`src/rtl/crc_gen_check.sv`:
```
// Serial CRC engine: accumulates a bit stream and either appends the complemented CRC (TX) or checks the residue (RX).
// CRC update is applied on the same edge that accepts a bit; appended bits are streamed MSB-first with a valid/ready handshake.
module crc_gen_check #(
  parameter int unsigned      WIDTH   = 5,
  parameter logic [WIDTH-1:0] POLY    = 5'b00101,
  parameter logic [WIDTH-1:0] INIT    = '1,
  parameter logic [WIDTH-1:0] RESIDUE = 5'b01100
) (
  input  logic             clk,
  input  logic             rst_b,
  input  logic             start,
  input  logic             mode,
  input  logic             bit_valid,
  input  logic             bit_in,
  input  logic             data_done,
  input  logic             out_ready,
  output logic             out_valid,
  output logic             out_bit,
  output logic [WIDTH-1:0] crc_q,
  output logic             busy,
  output logic             done,
  output logic             crc_ok
);

  localparam int unsigned CW = (WIDTH > 2) ? $clog2(WIDTH) : 1;

  typedef enum logic [1:0] {
    IDLE   = 2'd0,
    DATA   = 2'd1,
    APPEND = 2'd2,
    CHECK  = 2'd3
  } state_t;

  state_t           state_q, state_d;
  logic [WIDTH-1:0] crc_d;
  logic [WIDTH-1:0] crc_upd;
  logic [WIDTH-1:0] crc_sh;
  logic [CW-1:0]    cnt_q, cnt_d;
  logic             mode_q, mode_d;
  logic             done_d;
  logic             ok_d;
  logic             busy_d;
  logic             fb;

  assign fb      = crc_q[WIDTH-1] ^ bit_in;
  assign crc_upd = {crc_q[WIDTH-2:0], 1'b0} ^ (fb ? POLY : '0);

  // Counter selects which register bit is presented; shifting keeps the index in-range.
  assign crc_sh    = crc_q << cnt_q;
  assign out_valid = (state_q == APPEND);
  assign out_bit   = out_valid & ~crc_sh[WIDTH-1];

  always_comb begin
    state_d = state_q;
    crc_d   = crc_q;
    cnt_d   = cnt_q;
    mode_d  = mode_q;
    ok_d    = crc_ok;
    done_d  = 1'b0;

    if (start) begin
      state_d = DATA;
      crc_d   = INIT;
      cnt_d   = '0;
      mode_d  = mode;
      ok_d    = 1'b0;
    end else begin
      case (state_q)
        DATA: begin
          if (bit_valid) crc_d = crc_upd;
          if (data_done) state_d = mode_q ? CHECK : APPEND;
        end
        APPEND: begin
          if (out_ready) begin
            if (cnt_q == CW'(WIDTH - 1)) begin
              cnt_d   = '0;
              done_d  = 1'b1;
              state_d = IDLE;
            end else begin
              cnt_d = cnt_q + 1'b1;
            end
          end
        end
        CHECK: begin
          ok_d    = (crc_q == RESIDUE);
          done_d  = 1'b1;
          state_d = IDLE;
        end
        default: ;
      endcase
    end

    busy_d = (state_d != IDLE);
  end

  always_ff @(posedge clk or negedge rst_b) begin
    if (!rst_b) begin
      state_q <= IDLE;
      crc_q   <= '0;
      cnt_q   <= '0;
      mode_q  <= 1'b0;
      done    <= 1'b0;
      crc_ok  <= 1'b0;
      busy    <= 1'b0;
    end else begin
      state_q <= state_d;
      crc_q   <= crc_d;
      cnt_q   <= cnt_d;
      mode_q  <= mode_d;
      done    <= done_d;
      crc_ok  <= ok_d;
      busy    <= busy_d;
    end
  end

endmodule
```
`config.mk`:
```
export PLATFORM = sky130hd
export DESIGN_NAME = crc_gen_check
export DESIGN_NICKNAME = d
export VERILOG_FILES = /design/src/rtl/crc_gen_check.sv
export SDC_FILE = /design/constraint.sdc
export NUM_CORES = 1
export LEC_CHECK = 0
export CAP_MARGIN = 20
export CORE_MARGIN = 2
export CORE_UTILIZATION = 30
export CTS_BUF_LIST = sky130_fd_sc_hd__clkbuf_4
export DETAILED_ROUTE_END_ITERATION = 12
export MAX_ROUTING_LAYER = met4
export SYNTH_ARGS = -nofsm -noshare
export SYNTH_HDL_FRONTEND = slang
export SYNTH_SLANG_ARGS = --single-unit
export TNS_END_PERCENT = 20
```
`constraint.sdc`:
```
create_clock -name clk -period 1.8 [get_ports clk]
set_input_delay 0.36 -clock clk [delete_from_list [all_inputs] [get_ports clk]]
set_output_delay 0.36 -clock clk [all_outputs]
set_load 0.01 [all_outputs]
```
==> implementation parameters, run 1 <==
Parameter                              Value

Global route
  Pin count of the biggest net entering global routing ... 15
  Number of antenna violations at the first check in global routing ... 0
  Vias in the first global route ... 642
  Overall Global Routing Usage ... between 10 and 15%
  Global-route wire length before repair ... around 2700 um
  Global-route congestion overflow total ... 0

Timing
  Final worst clock skew ... 0.000490 ns
  Max transition margin ... between 70 and 80%
  Finish-stage setup viols ... 0
  Tightest hold margin ... slightly below 0.4 ns
  RSZ-0062 raised after global routing ... yes
  Final clock period utilization by the worst path ... ~99%
  Final hold vios ... 0
  Transition time at the pin with the least slew margin ... roughly 0.42 ns
  Highest attainable clock frequency ... roughly 560 MHz
  Final min period ... approximately 1.8 ns
  Final number of max-transition violations ... 0

Detailed routing
  Via count ... a little over 600
  Routed WL per cell ... between 10 and 15 um
  Post-DR vias/cell ... ~4.8
  Starting DRC count in detailed routing ... 5
  Post-DRT Antenna Nets ... 0
  Total DRC errors in the routed layout ... 0
  WL final ... 1630 um
  Count of TritonRoute iterations in the first routing pass ... 4

Job
  Number of violations of the max-capacitance limit ... 0

Power
  Highest ir drop seen on vdd ... 0.330 mV
  Areal power density over the cells ... between 600 and 700 nW/um^2
  Pleak ... 0.439 nW

Placement
  Final HPWL from detailed placement ... about 1300 um
  Placed cells ... roughly 120
  Final GP Congestion ... 0.767
  Count of input and output buffers ... 17

Yosys
  Largest family of logic cells by synthesized area ... simple AND/OR/NAND/NOR gates
  Register bit count reported by yosys ... 14
  Fraction of synthesis flops using an asynchronous set or reset pin ... 100%
  Simple-Gate Fraction of Synth Area ... between 10% and 20%
  Most common library cells after synthesis ... sky130_fd_sc_hd__dfrtp_1, sky130_fd_sc_hd__a21oi_1, sky130_fd_sc_hd__nor2_1
  Netlist area before placement ... roughly 720 um^2
  Library cell with the largest summed area after synthesis ... sky130_fd_sc_hd__dfrtp_1
  Post-synthesis mux area share ... ~4.7%
  Synthesized net count ... 78
  Cell count after synthesis ... 68
  Main synth FF type ... sky130_fd_sc_hd__dfrtp_1
  Most common cell in the netlist ... sky130_fd_sc_hd__dfrtp_1
  Leading cell types by total area after synthesis ... sky130_fd_sc_hd__dfrtp_1, sky130_fd_sc_hd__a21oi_1, sky130_fd_sc_hd__ha_1
  Number of warnings issued by yosys ... 0
  Adder-Cell Fraction of Synth Area ... between 3 and 4%
  Xor/xnor share of the synthesized area ... between 3 and 4%
  EDFF count, synth ... 0
  Post-synthesis sequential area ratio ... around half
  Yosys top cell area share ... around half
  Synth unique cells ... 30
  Compound-cell area share of the yosys netlist ... 17.2%
  Synthesized area per cell ... between 10 and 15 um^2

Clock tree
  Clock network latency to the later pin of the worst-skew pair ... around 0.27 ns
  Num Clock Sinks ... 14
  Total of hold buffers inserted after clock tree synthesis ... 0
  CTS tree ... done
  CTS Root Cell ... sky130_fd_sc_hd__clkbuf_4
  Clock Path Buffers ... 2
  Clock slew seen by the registers of the worst setup and hold paths ... ~0.080 ns
  Depth of the CTS H-tree ... 1
  TritonCTS Buffers ... 3

Setup path
  Critical path data required time ... between 1 and 1.5 ns
  Crit end category ... output pin
  Data arrival time of the critical path ... approximately 1.4 ns
  R2R setup slack ... ~0.44 ns
  Worst-path maximum fanout ... 2
  Critical path type ... reg -> out
  Type of element launching the critical path ... flop

Die
  Full die area ... ~2800 um^2
  Vertical extent of the die ... approximately 53 um
  Num rows ... 17
  Area of the core ... about 2200 um^2
  Initial core utilization ... 32.3%
  Horizontal die dimension ... 53.1 um
  # IOs ... 18

Min path
  Worst hold path class ... in -> async

Final layout
  Antenna Diode Count ... 0
  Share of layout cells above drive strength 1 ... roughly 25%
  Area growth from synthesis to final layout ... 44.5%
  Final cell count without fillers ... 127
  Number of nets in the layout ... about 110

Run status
  Run status ... complete, no violations
==> worst max-delay path: stages, from the launching register on <==
cell and delay (ns):
sky130_fd_sc_hd__dfrtp_1 0.38, sky130_fd_sc_hd__mux4_2 0.52, sky130_fd_sc_hd__a21oi_2 0.13, sky130_fd_sc_hd__buf_2 0.14
==> logic make-up after synthesis <==
| kind of cell | count (synthesis) |
|---|---|
| XOR/XNOR | 2 |
| AO/OA/AOI/OAI | 18 |
| multiplexers | 2 |
| flip-flops | 14 |
| AND/OR/NAND/NOR | 24 |
| buffers and inverters | 6 |
| adder cells (fa/ha/maj) | 2 |
==> cell usage in the layout (no fill, tap or decap), types with 3 or more instances in the layout <==
| cell | synthesis | routed |
|---|---|---|
| sky130_fd_sc_hd__a21oi_1 | 7 | 6 |
| sky130_fd_sc_hd__buf_4 | 0 | 13 |
| sky130_fd_sc_hd__clkbuf_4 | 0 | 3 |
| sky130_fd_sc_hd__clkdlybuf4s50_1 | 0 | 15 |
| sky130_fd_sc_hd__dfrtp_1 | 14 | 14 |
| sky130_fd_sc_hd__inv_1 | 4 | 4 |
| sky130_fd_sc_hd__nand2_1 | 5 | 5 |
| sky130_fd_sc_hd__nand4_1 | 4 | 4 |
| sky130_fd_sc_hd__nor2_1 | 6 | 6 |
==> per-stage QoR <==
step / setup TNS (ns) / power [mW] / utilization, % / setup slack [ns] / area, um^2
after floorplan: 0 / 0.418 / - / 0.287 / 722
after global placement: -0.0928 / 0.504 / 45.5 / -0.0928 / 1020
after detailed placement: -0.130 / 0.506 / 45.5 / -0.130 / 1020
after CTS: -0.0205 / 0.689 / 46.7 / -0.0205 / 1040
after global routing: -0.0368 / 0.714 / 46.7 / -0.0368 / 1040
final: 0 / 0.673 / 46.7 / 0.00985 / 1040
==> final cells by class <==
| cell class | instances | area [um^2] |
|---|---|---|
| timing repair buffer | 30 | 262 |
| sequential | 14 | 350 |
| inverter | 4 | 15.0 |
| fill | 221 | 1190 |
| multi-input combinational | 48 | 359 |
| clock buffer | 3 | 22.5 |
| tap | 28 | 35.0 |
==> sequential cells by signal, indices dropped and copies added (netlist names) <==
| signal | flops |
|---|---|
| state_q | 2 |
| crc_q | 5 |
| mode_q | 1 |
| done | 1 |
| busy | 1 |
| cnt_q | 3 |
| crc_ok | 1 |
==> what timing repair did <==
| action | 4_1_cts | 5_1_grt |
|---|---|---|
| resized for setup | 7 | 0 |
| buffers inserted | 0 | 0 |
| pin swaps | 1 | 0 |
| setup endpoints to repair | 2 | 1 |
==> path summary, 6_finish.rpt <==
check / from / to / cells after the start
min in group clk: mode_q$_DFFE_PN0P_ / mode_q$_DFFE_PN0P_ / 1
min reg2reg: mode_q$_DFFE_PN0P_ / mode_q$_DFFE_PN0P_ / 1
max in group asynchronous: rst_b / cnt_q[2]$_DFFE_PN0P_ / 2
max: cnt_q[0]$_DFFE_PN0P_ / out_bit / 3
max reg2reg: cnt_q[0]$_DFFE_PN0P_ / busy$_DFF_PN0_ / 5
min: rst_b / done$_DFF_PN0_ / 2
==> power by group <==
group	switching [mW]	leakage (nW)	internal [mW]	total (mW)
registers	0.00801	0.162	0.332	0.340
logic	0.0708	0.263	0.0874	0.158
clock network	0.0969	0.0138	0.0774	0.174
total	0.176	0.439	0.497	0.673
==> per-layer routing <==
layer / track usage (%) / share of wire (%) / up-vias
met5: - / 0 / -
met4: 6.41 / 0.74 / 0
met3: 2.54 / 3.7 / 2
met2: 23.3 / 49 / 11
met1: 16.4 / 46 / 284
li1: - / - / 309
Power figures use the tool's default switching activity.
==> run 2, diff against run 1 <==
Settings changed: GPL_ROUTABILITY_DRIVEN set to 0, GPL_TIMING_DRIVEN set to 0.
==> run 2 against run 1 <==
Critical path depth is the same. Fmax shrank 1.6%. Clock power grew 2%. Critical endpoint unchanged. Non-clock buffer count fell by 5. Power down 0.61%. Largest cell class unchanged. The run now ends with setup timing left. Die area stayed put.
==> implementation parameters, run 2 (same netlist as run 1, synthesis figures left out) <==
Parameter                              Value

Run status
  Run status ... complete, but fails checks
  Failing checks ... setup timing

Placement
  Final HPWL from detailed placement ... 1150 um (-8.1%)
  Count of input and output buffers ... 17 (unchanged)

Setup path
  Largest stage delay, worst path ... 0.51 ns (about the same)
  Buffers plus inverters on the worst setup path ... 1 (unchanged)
  R2R setup slack ... 0.40 ns (-0.04 ns)
  Crit end category ... output pin
  Data arrival time of the critical path ... 1.46 ns (+0.03 ns)
  Series of cell instances along the critical path ... mux4_2 > a21oi_2 > buf_2
  Cell class contributing the biggest share of worst-path delay ... multiplexers
  Standard cell with the maximum stage delay on the critical path ... sky130_fd_sc_hd__mux4_2
  Critical path type ... reg -> out
  Critical path data required time ... 1.44 ns (about the same)
  Critical register-to-register path endpoint ... busy$_DFF_PN0_
  Worst-path maximum fanout ... 2 (unchanged)
  Cells on worst reg2reg path ... 5 (unchanged)
  Launch instance of the worst register-to-register path ... cnt_q[0]$_DFFE_PN0P_
  Type of element launching the critical path ... flop

Timing
  Final min period ... 1.82 ns (+0.0286 ns)
  Finish-stage setup viols ... 1 (+1)
  Max transition margin ... 57.9% (-14 points)
  Highest attainable clock frequency ... 550 MHz (-1.6%)
  Final number of max-transition violations ... 0 (unchanged)
  RSZ-0062 raised after global routing ... yes
  Tightest hold margin ... 0.463 ns (+0.0787 ns)
  Final hold vios ... 0 (unchanged)
  Final worst clock skew ... 0.00205 ns (+0.00156 ns)
  Transition time at the pin with the least slew margin ... 0.630 ns (+0.214 ns)
  Final clock period utilization by the worst path ... 101% (+1.6 points)
  Final WS setup ... -0.0188 ns (-0.0286 ns)

Final layout
  Max FFs per register ... 5 (unchanged)
  Share of layout cells above drive strength 1 ... 23.4% (-1.8 points)
  Area growth from synthesis to final layout ... 39.0%
  Core Util, Final ... 44.9% (-1.8 points)
  Number of nets in the layout ... 106 (-4.5%)
  Biggest register ... crc_q
  Antenna Diode Count ... 0 (unchanged)
  Most frequent standard cell in the layout excluding fill and tap cells ... sky130_fd_sc_hd__clkdlybuf4s50_1
  Registers with the most flip-flops ... crc_q: 5 flops, cnt_q: 3 flops, state_q: 2 flops
  Number of filler cells placed in the layout ... 229 (+3.6%)
  Most used cells in the layout excluding fill and tap cells ... sky130_fd_sc_hd__clkdlybuf4s50_1, sky130_fd_sc_hd__dfrtp_1, sky130_fd_sc_hd__nor2_1, sky130_fd_sc_hd__a21oi_1, sky130_fd_sc_hd__buf_4

Die
  Vertical extent of the die ... 53.1 um (unchanged)
  Area of the core ... 2230 um^2 (unchanged)
  Full die area ... 2810 um^2 (unchanged)
  # IOs ... 18 (unchanged)
  Initial core utilization ... 32.3% (unchanged)
  Horizontal die dimension ... 53.1 um (unchanged)
  Num rows ... 17 (unchanged)

Power
  Fraction of power consumed by sequential logic ... 52.0% (+1.4 points)
  Part of the total power dissipated in combinational logic ... 21.4% (-2.1 points)
  Share of power burned in the clock network ... 26.7% (+0.8 points)
  Switching power summed over all nets ... 179 uW (+2.0%)
  Pleak ... 0.408 nW (-7.0%)
  Highest ir drop seen on vdd ... 0.502 mV (+52%)
  Internal power consumption ... 490 uW (-1.5%)
  Switching share of total power ... 26.8% (+0.69 points)
  Areal power density over the cells ... 666 nW/um^2 (+3.4%)

Global route
  Met1 Use GR ... 18.0% (+1.6 points)
  GR Layer Usage met3 ... 2.54% (unchanged)
  Global-route congestion overflow total ... 0 (unchanged)
  Vias in the first global route ... 664 (+3.4%)
  Pin count of the biggest net entering global routing ... 15 (unchanged)
  Overall Global Routing Usage ... 14.8% (+0.79 points)
  Gr busiest metal ... met2
  Global-route wire length before repair ... 2850 um (+4.6%)
  Number of antenna violations at the first check in global routing ... 0 (unchanged)
  GRT met2 Usage ... 22.1% (-1.3 points)

Clock tree
  CTS Root Cell ... sky130_fd_sc_hd__clkbuf_4
  Clock network latency to the later pin of the worst-skew pair ... 0.28 ns (about the same)
  Num Clock Sinks ... 14 (unchanged)
  Clock Path Buffers ... 2 (unchanged)
  TritonCTS Buffers ... 3 (unchanged)
  Total of hold buffers inserted after clock tree synthesis ... 0 (unchanged)
  CTS tree ... done
  Clock slew seen by the registers of the worst setup and hold paths ... 0.08 ns (about the same)
  Depth of the CTS H-tree ... 1 (unchanged)

Detailed routing
  Routed WL per cell ... 13.5 um (+5.5%)
  Post-DR vias/cell ... 5.13 (+7.5%)
  Count of TritonRoute iterations in the first routing pass ... 4 (unchanged)
  Total DRC errors in the routed layout ... 0 (unchanged)
  WL final ... 1650 um (+1.4%)
  Post-DRT Antenna Nets ... 0 (unchanged)
  Via count ... 626 (+3.3%)
  Starting DRC count in detailed routing ... 4 (-1)

Job
  Number of violations of the max-capacitance limit ... 0 (unchanged)

Min path
  Worst hold path class ... in -> async
==> run 2: cell count changes in the layout (fill, tap and decap cells not counted) <==
cell                       before  now
sky130_fd_sc_hd__buf_2          1    2
sky130_fd_sc_hd__clkbuf_1       0    1
sky130_fd_sc_hd__dfrtp_2        0    3
sky130_fd_sc_hd__buf_4         13    6
sky130_fd_sc_hd__dfrtp_1       14   11
==> run 2: layer usage <==
| metal | part of all wire (%) | vias up |
|---|---|---|
| met5 | 0 | - |
| met4 | 2.0 | 0 |
| met3 | 4.9 | 4 |
| met1 | 45 | 302 |
| met2 | 48 | 18 |
| li1 | - | 302 |
==> run 2: how the worst max path moves through the flow <==
stage | start | end | depth (start not counted)
3_5_place_dp | cnt_q[0]$_DFFE_PN0P_ | out_bit | 3
2_1_floorplan | crc_q[4]$_DFFE_PN0P_ | out_bit | 2
3_3_place_gp | cnt_q[0]$_DFFE_PN0P_ | out_bit | 3
4_1_cts | cnt_q[0]$_DFFE_PN0P_ | out_bit | 3
5_1_grt | cnt_q[0]$_DFFE_PN0P_ | out_bit | 3
6_report | cnt_q[0]$_DFFE_PN0P_ | out_bit | 3
==> run 2: worst reg2reg max path: stages, from the launching register on <==
cell                      delay [ns]
sky130_fd_sc_hd__dfrtp_2        0.42
sky130_fd_sc_hd__buf_4          0.15
sky130_fd_sc_hd__inv_1          0.07
sky130_fd_sc_hd__ha_1           0.22
sky130_fd_sc_hd__nand3_1        0.12
sky130_fd_sc_hd__a211o_1        0.31
==> run 2: power by group through the flow <==
stage	clock [mW]	sequential [mW]	combinational, mW
after CTS	0.187	0.347	0.145
after detailed placement	0	0.360	0.123
final	0.178	0.347	0.143
after global placement	0	0.360	0.121
after floorplan	0	0.361	0.0567
after global routing	0.197	0.350	0.157
==> run 2: stage by stage <==
step | TNS, ns | worst slack, ns | cells | power, mW | area [um^2]
3_5_place_dp | -0.238 | -0.238 | 113 | 0.483 | 927
3_3_place_gp | -0.219 | -0.219 | 113 | 0.481 | 927
2_1_floorplan | 0 | 0.287 | 68 | 0.418 | 722
4_1_cts | -0.0132 | -0.0132 | 122 | 0.680 | 1000
6_report | -0.0188 | -0.0188 | 122 | 0.669 | 1000
5_1_grt | -0.0654 | -0.0654 | 122 | 0.705 | 1000
==> run 2: final cells by class <==
class                           count  area (um^2)  share of cell area (%)
Sequential cell                    14          354                    35.3
Buffer                              2         8.76                   0.873
Timing Repair Buffer               23          209                    20.8
Clock buffer                        3         22.5                    2.24
Multi-Input combinational cell     48          359                    35.8
Inverter                            4         15.0                    1.50
Tap cell                           28         35.0                    3.49
==> run 2: repair_timing <==
item / in CTS / in global routing
resized for setup: 10 / 0
setup buffers: 6 / 0
pin swaps: 1 / 0
endpoints found under the setup margin: 2 / 1
==> run 3, diff against run 2 <==
Settings changed: SKIP_CTS_REPAIR_TIMING set to 1.
==> run 3 against run 2 <==
Sequential power rose by 2%. Non-clock buffer count fell by 6. Critical path type unchanged. Fmax fell by 1.4%. The run still ends with setup timing left. Flip-flop and latch count did not move.
==> implementation parameters, run 3 (same netlist as run 1, synthesis figures left out) <==
Parameter                              Value

Detailed routing
  Total DRC errors in the routed layout ... 0 (unchanged)
  WL final ... 1560 um (-5.5%)
  Starting DRC count in detailed routing ... 5 (+1)
  Routed WL per cell ... 13.4 um (-0.63%)
  Post-DR vias/cell ... 5.09 (-0.88%)
  Via count ... 590 (-5.8%)
  Count of TritonRoute iterations in the first routing pass ... 4 (unchanged)
  Post-DRT Antenna Nets ... 0 (unchanged)

Setup path
  Critical path type ... reg -> out
  Cells on worst reg2reg path ... 4 (-1)
  R2R setup slack ... 0.52 ns (+0.12 ns)
  Crit end category ... output pin
  Worst-path maximum fanout ... 5 (+3)
  Largest stage delay, worst path ... 0.49 ns (-0.02 ns)
  Crit. path cell count ... 3 (unchanged)
  Data arrival time of the critical path ... 1.48 ns (+0.02 ns)
  Buffers plus inverters on the worst setup path ... 1 (unchanged)
  Cell class contributing the biggest share of worst-path delay ... multiplexers
  Critical path data required time ... 1.44 ns (about the same)
  Standard cell with the maximum stage delay on the critical path ... sky130_fd_sc_hd__mux4_2
  Launch instance of the worst register-to-register path ... cnt_q[0]$_DFFE_PN0P_
  Type of element launching the critical path ... flop
  Critical register-to-register path endpoint ... busy$_DFF_PN0_
  Series of cell instances along the critical path ... mux4_2 > a21oi_2 > buf_2

Global route
  Vias in the first global route ... 615 (-7.4%)
  Global-route congestion overflow total ... 0 (unchanged)
  Pin count of the biggest net entering global routing ... 15 (unchanged)
  Overall Global Routing Usage ... 13.9% (-0.86 points)
  Global-route wire length before repair ... 2680 um (-6.0%)
  Number of antenna violations at the first check in global routing ... 0 (unchanged)

Die
  # IOs ... 18 (unchanged)
  Horizontal die dimension ... 53.1 um (unchanged)
  Vertical extent of the die ... 53.1 um (unchanged)
  Num rows ... 17 (unchanged)
  Full die area ... 2810 um^2 (unchanged)
  Area of the core ... 2230 um^2 (unchanged)
  Initial core utilization ... 32.3% (unchanged)

Clock tree
  Clock slew seen by the registers of the worst setup and hold paths ... 0.08 ns (about the same)
  TritonCTS Buffers ... 3 (unchanged)
  Clock network latency to the later pin of the worst-skew pair ... 0.28 ns (about the same)
  Num Clock Sinks ... 14 (unchanged)
  CTS Root Cell ... sky130_fd_sc_hd__clkbuf_4
  Depth of the CTS H-tree ... 1 (unchanged)
  CTS tree ... done
  Clock Path Buffers ... 2 (unchanged)

Final layout
  Registers with the most flip-flops ... crc_q: 5 flops, cnt_q: 3 flops, state_q: 2 flops
  Combined area of the multi-input logic cells ... 352 um^2 (-2.1%)
  Max FFs per register ... 5 (unchanged)
  Area growth from synthesis to final layout ... 32.2%
  Sequential cell area in the final layout ... 354 um^2 (unchanged)
  Antenna Diode Count ... 0 (unchanged)
  Most used cells in the layout excluding fill and tap cells ... sky130_fd_sc_hd__clkdlybuf4s50_1, sky130_fd_sc_hd__dfrtp_1, sky130_fd_sc_hd__nor2_1, sky130_fd_sc_hd__a21oi_1, sky130_fd_sc_hd__nand2_1
  Final cell count without fillers ... 116 (-4.9%)
  Biggest register ... crc_q
  Share of layout cells above drive strength 1 ... 17.0% (-6.4 points)
  Number of filler cells placed in the layout ... 231 (+0.87%)
  Number of nets in the layout ... 100 (-5.7%)
  Most frequent standard cell in the layout excluding fill and tap cells ... sky130_fd_sc_hd__clkdlybuf4s50_1

Placement
  Count of input and output buffers ... 17 (unchanged)
  Placed cells ... 113 (unchanged)
  Setup WS pre-CTS ... -0.238 ns (unchanged)
  Final HPWL from detailed placement ... 1150 um (unchanged)

Power
  Pleak ... 0.392 nW (-3.9%)
  Post-route total power ... 656 uW (-1.9%)
  Highest ir drop seen on vdd ... 0.495 mV (-1.5%)
  Areal power density over the cells ... 687 nW/um^2 (+3.1%)

Timing
  Finish-stage setup viols ... 1 (unchanged)
  Highest attainable clock frequency ... 542 MHz (-1.4%)
  Final hold vios ... 0 (unchanged)
  Final WS setup ... -0.0447 ns (-0.0259 ns)
  Final clock period utilization by the worst path ... 102% (+1.4 points)
  Final number of max-transition violations ... 0 (unchanged)
  Final worst clock skew ... 0.00135 ns (-0.000697 ns)
  Aggregate negative setup slack ... -0.0447 ns (-0.0259 ns)
  RSZ-0062 raised after global routing ... yes
  Max transition margin ... 58.1% (+0.27 points)
  Transition time at the pin with the least slew margin ... 0.626 ns (-0.00405 ns)
  Final min period ... 1.84 ns (+0.0259 ns)

Job
  Number of violations of the max-capacitance limit ... 0 (unchanged)

Run status
  Run status ... complete, but fails checks
  Failing checks ... setup timing

Min path
  Worst hold path class ... in -> async
-- run 3: area by class of cell --
class | count | share of cell area, %
sequential | 14 | 37.1
multi-input combinational | 48 | 36.8
timing repair buffer | 17 | 17.6
tap | 28 | 3.67
clock buffer | 3 | 2.36
inverter | 4 | 1.57
buffer | 2 | 0.917
-- run 3: worst max-delay path by stage --
stage	startpoint	endpoint	slack, ns
2_1_floorplan	crc_q[4]$_DFFE_PN0P_	out_bit	0.29
3_3_place_gp	cnt_q[0]$_DFFE_PN0P_	out_bit	-0.22
3_5_place_dp	cnt_q[0]$_DFFE_PN0P_	out_bit	-0.24
4_1_cts	cnt_q[0]$_DFFE_PN0P_	out_bit	-0.56
5_1_grt	cnt_q[0]$_DFFE_PN0P_	out_bit	-0.10
6_report	crc_q[4]$_DFFE_PN0P_	out_bit	-0.04
-- run 3: per-layer routing --
metal	part of all wire, %	vias to the layer above	global-route usage, %
li1	-	288	-
met1	47	281	17.8
met2	46	17	19.8
met3	4.6	4	1.98
met4	2.1	0	10.7
met5	0	-	-
-- run 3: stage by stage --
step / hold slack (ns) / util, % / cell area [um^2]
global placement: 0.499 / 41.5 / 927
CTS: 0.482 / 42.5 / 950
global route: 0.519 / 42.7 / 955
detailed placement: 0.510 / 41.5 / 927
finish: 0.462 / 42.7 / 955
floorplan: 0.0644 / - / 722
-- run 3: power by group --
part | total, mW | switching [mW] | internal (mW)
Clock | 0.179 | 0.101 | 0.0777
Sequential | 0.354 | 0.0212 | 0.333
Combinational | 0.122 | 0.0537 | 0.0685
